## config.mk

```make
export PLATFORM = sky130hd
export DESIGN_NAME = uart_fifo
export DESIGN_NICKNAME = d
export VERILOG_FILES = /design/src/rtl/uart_pkg.sv /design/src/rtl/sync_fifo.sv /design/src/rtl/uart_fifo.sv
export SDC_FILE = /design/constraint.sdc
export NUM_CORES = 1
export LEC_CHECK = 0
export CAP_MARGIN = 0
export CORE_UTILIZATION = 47
export CTS_CLUSTER_SIZE = 10
export DETAILED_ROUTE_END_ITERATION = 10
export SLEW_MARGIN = 20
export SYNTH_ARGS = -nofsm -noshare
export SYNTH_HDL_FRONTEND = slang
export SYNTH_SLANG_ARGS = --single-unit
```

## constraint.sdc

```tcl
create_clock -name CLK -period 8.2 [get_ports CLK]
set_input_delay 1.64 -clock CLK [delete_from_list [all_inputs] [get_ports CLK]]
set_output_delay 1.64 -clock CLK [all_outputs]
set_load 0.005 [all_outputs]
```

## src/rtl/uart_pkg.sv

```systemverilog
`timescale 1ns/1ps
// Shared constants and types for the buffered UART: register map, STATUS/IRQ_EN
// bit positions, the serial FSM state encoding and the baud-divisor floor.
package uart_pkg;

    localparam logic [1:0] ADDR_DATA   = 2'd0;
    localparam logic [1:0] ADDR_STATUS = 2'd1;
    localparam logic [1:0] ADDR_DIV    = 2'd2;
    localparam logic [1:0] ADDR_IRQ_EN = 2'd3;

    localparam int STAT_RX_NONEMPTY = 0;
    localparam int STAT_TX_FULL     = 1;
    localparam int STAT_TX_EMPTY    = 2;
    localparam int STAT_TX_BUSY     = 3;
    localparam int STAT_RX_OVERRUN  = 4;
    localparam int STAT_FRAME_ERR   = 5;
    localparam int STAT_TX_DROP     = 6;

    localparam int IE_RX_NONEMPTY = 0;
    localparam int IE_TX_EMPTY    = 1;
    localparam int IE_ERROR       = 2;

    localparam logic [15:0] MIN_DIV = 16'd4;

    typedef enum logic [1:0] {
        S_IDLE,
        S_START,
        S_DATA,
        S_STOP
    } uart_state_e;

    function automatic logic [15:0] clamp_div(input logic [15:0] div);
        return (div < MIN_DIV) ? MIN_DIV : div;
    endfunction

endpackage

```

## src/rtl/sync_fifo.sv

```systemverilog
`timescale 1ns/1ps
// Single-clock FIFO with first-word fall-through head data; a push into a full
// FIFO is accepted when a pop happens in the same cycle.
module sync_fifo #(
    parameter int WIDTH = 8,
    parameter int DEPTH = 16
) (
    input  logic                     clk_i,
    input  logic                     rst_ni,
    input  logic                     push_i,
    input  logic [WIDTH-1:0]         data_i,
    input  logic                     pop_i,
    output logic [WIDTH-1:0]         data_o,
    output logic                     full_o,
    output logic                     empty_o,
    output logic [$clog2(DEPTH):0]   count_o
);

    localparam int AW = $clog2(DEPTH);
    localparam logic [AW:0] FULL_CNT = (AW+1)'(DEPTH);

    logic [WIDTH-1:0] mem_q [DEPTH];
    logic [AW-1:0]    wr_ptr_q, rd_ptr_q;
    logic [AW:0]      count_q;
    logic             do_push, do_pop;

    assign do_pop  = pop_i && (count_q != '0);
    assign do_push = push_i && ((count_q != FULL_CNT) || do_pop);

    // NOTE: sequential state uses non-blocking assignments so every flop samples pre-edge values.
    always_ff @(posedge clk_i or negedge rst_ni) begin
        if (!rst_ni) begin
            wr_ptr_q <= '0;
            rd_ptr_q <= '0;
            count_q  <= '0;
        end else begin
            if (do_push) wr_ptr_q <= wr_ptr_q + 1'b1;
            if (do_pop)  rd_ptr_q <= rd_ptr_q + 1'b1;
            if (do_push && !do_pop)      count_q <= count_q + 1'b1;
            else if (do_pop && !do_push) count_q <= count_q - 1'b1;
        end
    end

    // NOTE: storage has no reset; the pointers and count alone define which entries are valid.
    always_ff @(posedge clk_i) begin
        if (do_push) mem_q[wr_ptr_q] <= data_i;
    end

    assign data_o  = mem_q[rd_ptr_q];
    assign full_o  = (count_q == FULL_CNT);
    assign empty_o = (count_q == '0);
    assign count_o = count_q;

endmodule

```

## src/rtl/uart_fifo.sv

```systemverilog
`timescale 1ns/1ps
// Memory-mapped UART with TX/RX FIFOs, programmable divisor, sticky errors and a
// maskable level interrupt; bit timing and both serial FSMs live here.
module uart_fifo #(
    parameter int DEPTH       = 16,
    parameter int DEFAULT_DIV = 434,
    parameter int STOP_BITS   = 1
) (
    input  logic        CLK,
    input  logic        RESET,
    input  logic        WE,
    input  logic        RE,
    input  logic [1:0]  A,
    input  logic [31:0] WD,
    output logic [31:0] RD,
    output logic        IRQ,
    output logic        UART_TX,
    input  logic        UART_RX
);

    import uart_pkg::*;

    localparam int CW = $clog2(DEPTH) + 1;

    logic          tx_push, tx_pop, tx_full, tx_empty;
    logic [7:0]    tx_head;
    logic [CW-1:0] tx_count;
    logic          rx_push, rx_pop, rx_full, rx_empty;
    logic [7:0]    rx_head;
    logic [CW-1:0] rx_count;

    logic [15:0] div_q, div_d;
    logic [2:0]  irq_en_q, irq_en_d;
    logic        rx_overrun_q, rx_overrun_d;
    logic        frame_err_q, frame_err_d;
    logic        tx_drop_q, tx_drop_d;
    logic [2:0]  sticky_clr;
    logic [31:0] status;
    logic        unused_wd;

    uart_state_e tx_state_q;
    logic [15:0] tx_cnt_q;
    logic [2:0]  tx_bit_q;
    logic [7:0]  tx_shift_q;
    logic        tx_stop_q, tx_out_q;
    logic        tx_bit_end, tx_last_stop;

    uart_state_e rx_state_q;
    logic [15:0] rx_cnt_q;
    logic [2:0]  rx_bit_q;
    logic [7:0]  rx_shift_q;
    logic [1:0]  rx_sync_q;
    logic        rx_prev_q, rx_s, rx_bit_end, rx_stop_sample;

    sync_fifo #(.WIDTH(8), .DEPTH(DEPTH)) u_tx_fifo (
        .clk_i(CLK), .rst_ni(RESET), .push_i(tx_push), .data_i(WD[7:0]), .pop_i(tx_pop),
        .data_o(tx_head), .full_o(tx_full), .empty_o(tx_empty), .count_o(tx_count)
    );

    sync_fifo #(.WIDTH(8), .DEPTH(DEPTH)) u_rx_fifo (
        .clk_i(CLK), .rst_ni(RESET), .push_i(rx_push), .data_i(rx_shift_q), .pop_i(rx_pop),
        .data_o(rx_head), .full_o(rx_full), .empty_o(rx_empty), .count_o(rx_count)
    );

    assign tx_push        = WE && (A == ADDR_DATA);
    assign rx_pop         = RE && (A == ADDR_DATA);
    assign tx_bit_end     = (tx_cnt_q == '0);
    assign tx_last_stop   = (tx_stop_q == 1'(STOP_BITS - 1));
    assign tx_pop         = !tx_empty && ((tx_state_q == S_IDLE) ||
                            (tx_state_q == S_STOP && tx_bit_end && tx_last_stop));
    assign rx_s           = rx_sync_q[1];
    assign rx_bit_end     = (rx_cnt_q == '0);
    assign rx_stop_sample = (rx_state_q == S_STOP) && rx_bit_end;
    assign rx_push        = rx_stop_sample && rx_s;
    assign sticky_clr     = (WE && A == ADDR_STATUS) ? WD[STAT_TX_DROP:STAT_RX_OVERRUN] : 3'b000;
    assign unused_wd      = ^WD[31:16];

    // NOTE: every always_comb output gets a default first, so no path can infer a latch.
    always_comb begin
        div_d    = div_q;
        irq_en_d = irq_en_q;
        if (WE && A == ADDR_DIV)    div_d    = clamp_div(WD[15:0]);
        if (WE && A == ADDR_IRQ_EN) irq_en_d = WD[2:0];
        // A same-cycle set beats a software clear.
        rx_overrun_d = (rx_overrun_q && !sticky_clr[0]) || (rx_push && rx_full && !rx_pop);
        frame_err_d  = (frame_err_q && !sticky_clr[1]) || (rx_stop_sample && !rx_s);
        tx_drop_d    = (tx_drop_q && !sticky_clr[2]) || (tx_push && tx_full && !tx_pop);
    end

    always_ff @(posedge CLK or negedge RESET) begin
        if (!RESET) begin
            div_q        <= 16'(DEFAULT_DIV);
            irq_en_q     <= '0;
            rx_overrun_q <= 1'b0;
            frame_err_q  <= 1'b0;
            tx_drop_q    <= 1'b0;
        end else begin
            div_q        <= div_d;
            irq_en_q     <= irq_en_d;
            rx_overrun_q <= rx_overrun_d;
            frame_err_q  <= frame_err_d;
            tx_drop_q    <= tx_drop_d;
        end
    end

    // Each bit reloads its counter from div_q, so a new divisor applies from the next bit.
    always_ff @(posedge CLK or negedge RESET) begin
        if (!RESET) begin
            tx_state_q <= S_IDLE;
            tx_cnt_q   <= '0;
            tx_bit_q   <= '0;
            tx_shift_q <= '0;
            tx_stop_q  <= 1'b0;
            tx_out_q   <= 1'b1;
        end else begin
            case (tx_state_q)
                S_IDLE: if (tx_pop) begin
                    tx_state_q <= S_START;
                    tx_shift_q <= tx_head;
                    tx_out_q   <= 1'b0;
                    tx_cnt_q   <= div_q - 16'd1;
                end
                S_START: if (!tx_bit_end) tx_cnt_q <= tx_cnt_q - 16'd1;
                else begin
                    tx_state_q <= S_DATA;
                    tx_out_q   <= tx_shift_q[0];
                    tx_shift_q <= tx_shift_q >> 1;
                    tx_bit_q   <= '0;
                    tx_cnt_q   <= div_q - 16'd1;
                end
                S_DATA: if (!tx_bit_end) tx_cnt_q <= tx_cnt_q - 16'd1;
                else begin
                    tx_cnt_q <= div_q - 16'd1;
                    if (tx_bit_q == 3'd7) begin
                        tx_state_q <= S_STOP;
                        tx_out_q   <= 1'b1;
                        tx_stop_q  <= 1'b0;
                    end else begin
                        tx_bit_q   <= tx_bit_q + 3'd1;
                        tx_out_q   <= tx_shift_q[0];
                        tx_shift_q <= tx_shift_q >> 1;
                    end
                end
                S_STOP: if (!tx_bit_end) tx_cnt_q <= tx_cnt_q - 16'd1;
                else if (!tx_last_stop) begin
                    tx_stop_q <= 1'b1;
                    tx_cnt_q  <= div_q - 16'd1;
                end else if (tx_pop) begin
                    tx_state_q <= S_START;
                    tx_shift_q <= tx_head;
                    tx_out_q   <= 1'b0;
                    tx_cnt_q   <= div_q - 16'd1;
                end else begin
                    tx_state_q <= S_IDLE;
                end
                default: tx_state_q <= S_IDLE;
            endcase
        end
    end

    always_ff @(posedge CLK or negedge RESET) begin
        if (!RESET) begin
            rx_sync_q  <= 2'b11;
            rx_prev_q  <= 1'b1;
            rx_state_q <= S_IDLE;
            rx_cnt_q   <= '0;
            rx_bit_q   <= '0;
            rx_shift_q <= '0;
        end else begin
            rx_sync_q <= {rx_sync_q[0], UART_RX};
            rx_prev_q <= rx_s;
            case (rx_state_q)
                S_IDLE: if (rx_prev_q && !rx_s) begin
                    rx_state_q <= S_START;
                    rx_cnt_q   <= (div_q >> 1) - 16'd1;
                end
                S_START: if (!rx_bit_end) rx_cnt_q <= rx_cnt_q - 16'd1;
                else if (rx_s) rx_state_q <= S_IDLE;
                else begin
                    rx_state_q <= S_DATA;
                    rx_bit_q   <= '0;
                    rx_cnt_q   <= div_q - 16'd1;
                end
                S_DATA: if (!rx_bit_end) rx_cnt_q <= rx_cnt_q - 16'd1;
                else begin
                    rx_shift_q <= {rx_s, rx_shift_q[7:1]};
                    rx_cnt_q   <= div_q - 16'd1;
                    if (rx_bit_q == 3'd7) rx_state_q <= S_STOP;
                    else                  rx_bit_q   <= rx_bit_q + 3'd1;
                end
                S_STOP: if (!rx_bit_end) rx_cnt_q <= rx_cnt_q - 16'd1;
                else rx_state_q <= S_IDLE;
                default: rx_state_q <= S_IDLE;
            endcase
        end
    end

    always_comb begin
        status                   = '0;
        status[STAT_RX_NONEMPTY] = !rx_empty;
        status[STAT_TX_FULL]     = tx_full;
        status[STAT_TX_EMPTY]    = tx_empty;
        status[STAT_TX_BUSY]     = (tx_state_q != S_IDLE);
        status[STAT_RX_OVERRUN]  = rx_overrun_q;
        status[STAT_FRAME_ERR]   = frame_err_q;
        status[STAT_TX_DROP]     = tx_drop_q;
        status[15:8]             = 8'(rx_count);
        status[23:16]            = 8'(tx_count);
        RD = '0;
        case (A)
            ADDR_DATA:   RD = rx_empty ? 32'd0 : {24'd0, rx_head};
            ADDR_STATUS: RD = status;
            ADDR_DIV:    RD = {16'd0, div_q};
            default:     RD = {29'd0, irq_en_q};
        endcase
    end

    assign IRQ = |(irq_en_q & {rx_overrun_q | frame_err_q | tx_drop_q, tx_empty, !rx_empty});
    assign UART_TX = tx_out_q;

endmodule

```

# Word level (Yosys, flattened, before mapping)
# Memory sizes are Yosys's and may differ from the RTL's.
# Cells that the tools add are included.
dict set report totals {
  reg_bits 111
  ramBits 256
  inputBits 39
  output_inout_bits 34
  wordCells 212
  n_memories 2
}
dict set report classes {
  addsub 14
  magnitude_cmp 1
  n_eq_ne 31
  mux 66
  n_bitwise 4
  reduce_logical 71
}
# name depth word_bits rd rd_ports_with_merged_regs write_ports line_no
set mem_list {}
lappend mem_list {u_rx_fifo.mem_q 16 8 1 0 1 sync_fifo.sv:22} ;# logic [WIDTH-1:0] mem_q [DEPTH];
lappend mem_list {u_tx_fifo.mem_q 16 8 1 0 1 sync_fifo.sv:22}
# op count
set ops {}
lappend ops {{two-way mux 16 bit} 10}
lappend ops {{case mux 32 bit (3 select lines)} 1}
lappend ops {{case mux 16 bit (4 select lines)} 1}
lappend ops {{two-way mux 8 bit} 7}
lappend ops {{case mux 16 bit (3 select lines)} 1}
lappend ops {{subtractor 16 x 1 -> 16 bit, second input constant} 3}
lappend ops {{logical NOT 16 bit} 2}
lappend ops {{case mux 8 bit (4 select lines)} 1}
lappend ops {{!= test 2 bit, second input constant} 15}
lappend ops {{logical AND 1 bit} 27}
lappend ops {{two-way mux 2 bit} 12}
lappend ops {{two-way mux 3 bit} 8}
lappend ops {{two-way mux 5 bit} 4}
lappend ops {{adder 4 x 1 -> 4 bit, second input constant} 4}
lappend ops {{less-than comparator 16 x 3 -> 1 bit, second input constant} 1}
lappend ops {{case mux 2 bit (4 select lines)} 2}
lappend ops {{subtractor 15 x 1 -> 16 bit, second input constant} 1}
lappend ops {{two-way mux 1 bit} 15}
lappend ops {{AND reduction 5 bit} 3}
lappend ops {{== test 2 bit, second input constant} 6}
lappend ops {{logical NOT 1 bit} 12}
lappend ops {{case mux 3 bit (2 select lines)} 2}
lappend ops {{AND reduction 4 bit} 3}
lappend ops {{nonzero test 2 bit} 6}
lappend ops {{other kinds (22)} 40}

# Longest topological paths before layout
dict set report logic_depth {
  ltp_word 12
  mapped_depth 17
  depth_no_buf 14
}

# Modules after synthesis
# A second synthesis with hierarchy kept.
dict set report unflattened {
  cells_unflattened 1292
  area_unflattened_um2 17406.7
}
# mod instances cells_per_inst area_per_inst_um2
set modules_own_cells {}
lappend modules_own_cells {sync_fifo 2 319 5736.8}
lappend modules_own_cells {uart_fifo 1 654 5933.2}

# Least setup slack after synthesis
# OpenSTA, ideal clock, no wires.
dict set report synth_path {
  kind {input port to output port}
  startpoint {input port A[0]}
  endpoint {output port RD[10]}
  arrival_time_ns 2.645
  slack_ns 3.915
  cell_stages 5
  path_buffers 3
  path_cell_list {clkbuf_1 nor2b_1 clkbuf_1 clkbuf_1 a22o_1}
}
dict set report synth_via {
  elab_chain_len 2
  word_cells_on_any_way 4
  cone_classes {eq/ne: 2; mux: 1; reduce/logical: 1}
}
# item line_no
set synth_lines {}
lappend synth_lines {{start, declared} uart_fifo.sv:13} ;# input logic [1:0] A,
lappend synth_lines {{== test 2 bit (tied with other cells)} uart_fifo.sv:210} ;# case (A)
lappend synth_lines {{case mux 32 bit (3 select lines) (*)} uart_fifo.sv:210}
lappend synth_lines {{end, declared} uart_fifo.sv:15} ;# output logic [31:0] RD,
# Mark *: on every way between the ends. The rest lies on a longest branch, timed or not.

# Worst setup path in the final report
dict set report layout_path {
  startpoint {input port A[1]}
  endpoint {output port RD[1]}
}
# The elaborated chain is that of the path after synthesis.

==> impl_metrics.toml <==
[outcome]
run_status = "finished, final reports clean"

[clock_network]
post_cts_resized = 0
ctsRootBufferMaster = "sky130_fd_sc_hd__clkbuf_16"
cts_clk_pin_slew_worst_paths_ps = 50
clock_buffers_created_by_tritoncts = 44
tritoncts = "yes"
worst_skew_pair.late_latency_ps = 570
maximum_buffer_depth_of_the_clock_tree = 3
cts_sinks = 366
postCtsSetupRepairBufs = 0
h_tree_depth = 2
post_cts_hold_buffer_count = 0

[finish]
layout.filler_cells = 2973
area.growth.synth_to_final_pct = 12.6
nNetsFinal = 1383
antenna_cells_inserted = 0
layout-drive-gt1-share_pct = 15.6
layoutNonFillerInstCount = 1803

[grt]
grt_pass1_wl_mm = 63.5
use_met1_pct = 30.9
grt_max_degree = 67
grt.overflow.total = 0
busiest_layer = "met2"
number_of_global_route_vias_before_repair = 10837
antenna_found_initial = 1
use_met2_pct = 34.8
groute.layer.met3.usage_pct = 3.90
gr-usage-all-layers_pct = 22.0

[timing]
worst_pin_slew_ps = 1100
setup_tns_ps = 0
final_critical_path_share_of_the_clock_period_pct = 70.7
setup_viol = 0
rsz0062_at_grt = "no"
max_slew_margin_pct = 26.3
final-hold-violation-count = 0
worst_clock_skew_ps = 27.8
final_max_slew_viol_count = 0
maxClockFrequency_ghz = 0.173
postLayoutSetupSlackWorst_ps = 2410
period_minus_slack_ps = 5790

[placed_design]
dp_cells = 1726
gpl.final_weighted_congestion = 0.885
io_buffers = 45
dp.final_hpwl_mm = 27.0
pre_cts_slack_ps = 2390

[floorplanning]
floorplan.rows = 70
die_area_um2 = 38000
num_io_pins = 73
initial_utilization_pct = 47.8
design.core.area_um2 = 36600
die_h_um = 195
dieWidth_um = 195

[power]
power.share.switching_pct = 34.7
power_report.internal_total_w = 0.00426
leakagePower_nw = 7.26
p_comb_share_pct = 34.4
p_sw_w = 0.00226
p_per_area_nw_per_um2 = 331
worst_ir_drop_vdd_mv = 0.199
power.share.clock_pct = 27.4
seqPwrFrac_pct = 38.1

[yosys]
synth_cell_types = 79
ys.flop_type = "sky130_fd_sc_hd__edfxtp_1"
synth_cells = 1268
synth_warnings = 0
ys_async_sr_fraction_pct = 30.1
synth.avg_cell_area_um2 = 13.8
synth.yosys.seq_area_share_pct = 59.7
synthesis.area_um2 = 17500
ys_seq_elements = 366
synth-edff-count = 256

[route]
routed_wire_length_per_instance_um = 22.6
postRouteAntennaNets = 0
route.final.wire_length_mm = 40.8
detail_route.iter0.violations = 680
drt_first_pass_iters = 5
detailroute.via_count = 10802
via_per_inst = 5.99
drc_violations = 0

[job]
max-cap-violations = 0

[setup_path]
required_ps = 6560
critPathArrivalTime_ps = 4150
cp_max_fo = 15
crit_path_end_kind = "primary output"
cp-start-kind = "input pin"
critPathKind = "input pin to primary output"
setup.reg_to_reg.worst_slack_ps = 3450

[worst_hold_path]
min_path_type = "flip-flop to flip-flop"
final timing paths:
kind                                                     end  cells after the start              startpoint
setup / recovery                                       RD[1]                      4                    A[1]
hold / removal                        rx_sync_q[1]$_DFF_PN1_                      0  rx_sync_q[0]$_DFF_PN1_
setup reg to reg            u_tx_fifo.count_o[4]$_DFFE_PN0P_                     14   tx_cnt_q[0]$_DFF_PN0_
hold reg to reg                       rx_sync_q[1]$_DFF_PN1_                      0  rx_sync_q[0]$_DFF_PN1_
max in group asynchronous  u_rx_fifo.rd_ptr_q[0]$_DFFE_PN0N_                      2                   RESET
min in group asynchronous             tx_cnt_q[12]$_DFF_PN0_                      1                   RESET
sequential cells by signal, indices dropped and copies added, names as in the netlist, 5 cells and up, named ones only:
name and flops:
rx_cnt_q 16, rx_shift_q 8, tx_shift_q 8, tx_cnt_q 16
div_q 16, u_rx_fifo.mem_q 128, u_tx_fifo.mem_q 128, u_tx_fifo.count_o 5
u_rx_fifo.count_o 5
cells in the mapped netlist (5+ instances only):
cell                       count  share of area (%)
sky130_fd_sc_hd__nor2b_1      15               0.54
sky130_fd_sc_hd__nand2_1      73                1.6
sky130_fd_sc_hd__mux4_2       53                6.8
sky130_fd_sc_hd__ha_1         38                2.7
sky130_fd_sc_hd__clkbuf_1     49                1.1
sky130_fd_sc_hd__o31ai_1       6               0.26
sky130_fd_sc_hd__or4_1        11               0.47
sky130_fd_sc_hd__o21ai_1       6               0.17
sky130_fd_sc_hd__dfrtp_1     101                 14
sky130_fd_sc_hd__a22o_1       20                1.0
sky130_fd_sc_hd__and2_1       15               0.54
sky130_fd_sc_hd__buf_4        12               0.51
sky130_fd_sc_hd__and3_1       12               0.43
sky130_fd_sc_hd__a21oi_1      27               0.77
sky130_fd_sc_hd__o211ai_1     14               0.60
sky130_fd_sc_hd__a221oi_1      6               0.30
sky130_fd_sc_hd__mux2_2       29                1.9
sky130_fd_sc_hd__nand4_1      10               0.36
sky130_fd_sc_hd__nand3_1      29               0.83
sky130_fd_sc_hd__nor2_1       59                1.3
sky130_fd_sc_hd__o22ai_1       9               0.32
sky130_fd_sc_hd__buf_2        16               0.46
sky130_fd_sc_hd__nor4_1       24               0.86
sky130_fd_sc_hd__a21o_1        8               0.34
sky130_fd_sc_hd__nand3b_1      5               0.21
sky130_fd_sc_hd__mux2i_1      44                2.5
sky130_fd_sc_hd__a32oi_1       8               0.40
sky130_fd_sc_hd__o21ai_0      23               0.66
sky130_fd_sc_hd__a31oi_1       8               0.29
sky130_fd_sc_hd__xnor2_1      33                1.7
sky130_fd_sc_hd__mux2_4        8               0.69
sky130_fd_sc_hd__a211oi_1     14               0.60
sky130_fd_sc_hd__inv_1        36               0.77
sky130_fd_sc_hd__nor3_1       24               0.69
sky130_fd_sc_hd__buf_1        10               0.21
sky130_fd_sc_hd__xor2_1       27                1.4
sky130_fd_sc_hd__a221o_1      12               0.69
sky130_fd_sc_hd__dfstp_2       9                1.4
sky130_fd_sc_hd__a22oi_1      24                1.0
sky130_fd_sc_hd__nand2b_1     11               0.39
sky130_fd_sc_hd__edfxtp_1    256                 44
critical path, stage by stage:
cell	delay (ps)
sky130_fd_sc_hd__clkdlybuf4s50_1	750
sky130_fd_sc_hd__nor2b_1	850
sky130_fd_sc_hd__a221o_1	370
sky130_fd_sc_hd__clkdlybuf4s50_1	540
placed cells by master (no fill, tap or decap), types with 23 or more instances in the layout:
| cell type | n |
|---|---|
| sky130_fd_sc_hd__edfxtp_1 | 256 |
| sky130_fd_sc_hd__dfrtp_1 | 99 |
| sky130_fd_sc_hd__nand2_1 | 73 |
| sky130_fd_sc_hd__nor2_1 | 59 |
| sky130_fd_sc_hd__mux4_2 | 53 |
| sky130_fd_sc_hd__clkbuf_16 | 46 |
| sky130_fd_sc_hd__mux2i_1 | 44 |
| sky130_fd_sc_hd__clkdlybuf4s50_1 | 44 |
| sky130_fd_sc_hd__ha_1 | 38 |
| sky130_fd_sc_hd__inv_1 | 36 |
| sky130_fd_sc_hd__xnor2_1 | 33 |
| sky130_fd_sc_hd__nand3_1 | 29 |
| sky130_fd_sc_hd__mux2_2 | 29 |
| sky130_fd_sc_hd__xor2_1 | 27 |
| sky130_fd_sc_hd__a21oi_1 | 26 |
| sky130_fd_sc_hd__buf_4 | 26 |
| sky130_fd_sc_hd__clkbuf_1 | 25 |
| sky130_fd_sc_hd__a22oi_1 | 24 |
| sky130_fd_sc_hd__o21ai_0 | 23 |
kinds of logic after synthesis:
logic type	count (synthesis)	share of synthesized area [%]
compound gates	220	9.51
xor+xnor	60	3.00
fa+ha+maj	40	2.94
buf+inv	127	3.22
flops	366	59.7
mux	134	11.9
other cells	1	0.0214
simple gates	320	9.73
stage by stage:
step | instance area (µm²) | util (%) | hold WS, ps | power, W
after global routing | 19700 | 53.8 | 357 | 0.00689
after global placement | 18400 | 50.2 | 347 | 0.00473
after floorplan | 17500 | - | 345 | 0.00416
final | 19700 | 53.8 | 354 | 0.00652
after detailed placement | 18400 | 50.2 | 347 | 0.00476
after CTS | 19700 | 53.8 | 355 | 0.00657
power by group through the flow:
stage	sequential [W]	clock [W]	combinational, W
6_report	0.00249	0.00179	0.00225
3_3_place_gp	0.00252	0	0.00221
4_1_cts	0.00249	0.00183	0.00225
3_5_place_dp	0.00252	0	0.00224
2_1_floorplan	0.00234	0	0.00182
5_1_grt	0.00253	0.00190	0.00247
layer usage:
layer	part of all wire, %	vias to the layer above
met5	0.032	-
met4	2.3	2
met3	5.5	64
met2	47	296
met1	45	5473
li1	-	4967
area by class of cell:
class,count,area [µm²],area share (%)
clock buffer,71,1240,6.32
clock inverter,6,68.8,0.349
inverter,37,139,0.705
multi-input combinational,785,6580,33.4
sequential,366,10500,53.0
tap,468,586,2.97
timing repair buffer,70,636,3.22
Note: power is estimated with default switching activity, not from simulation.
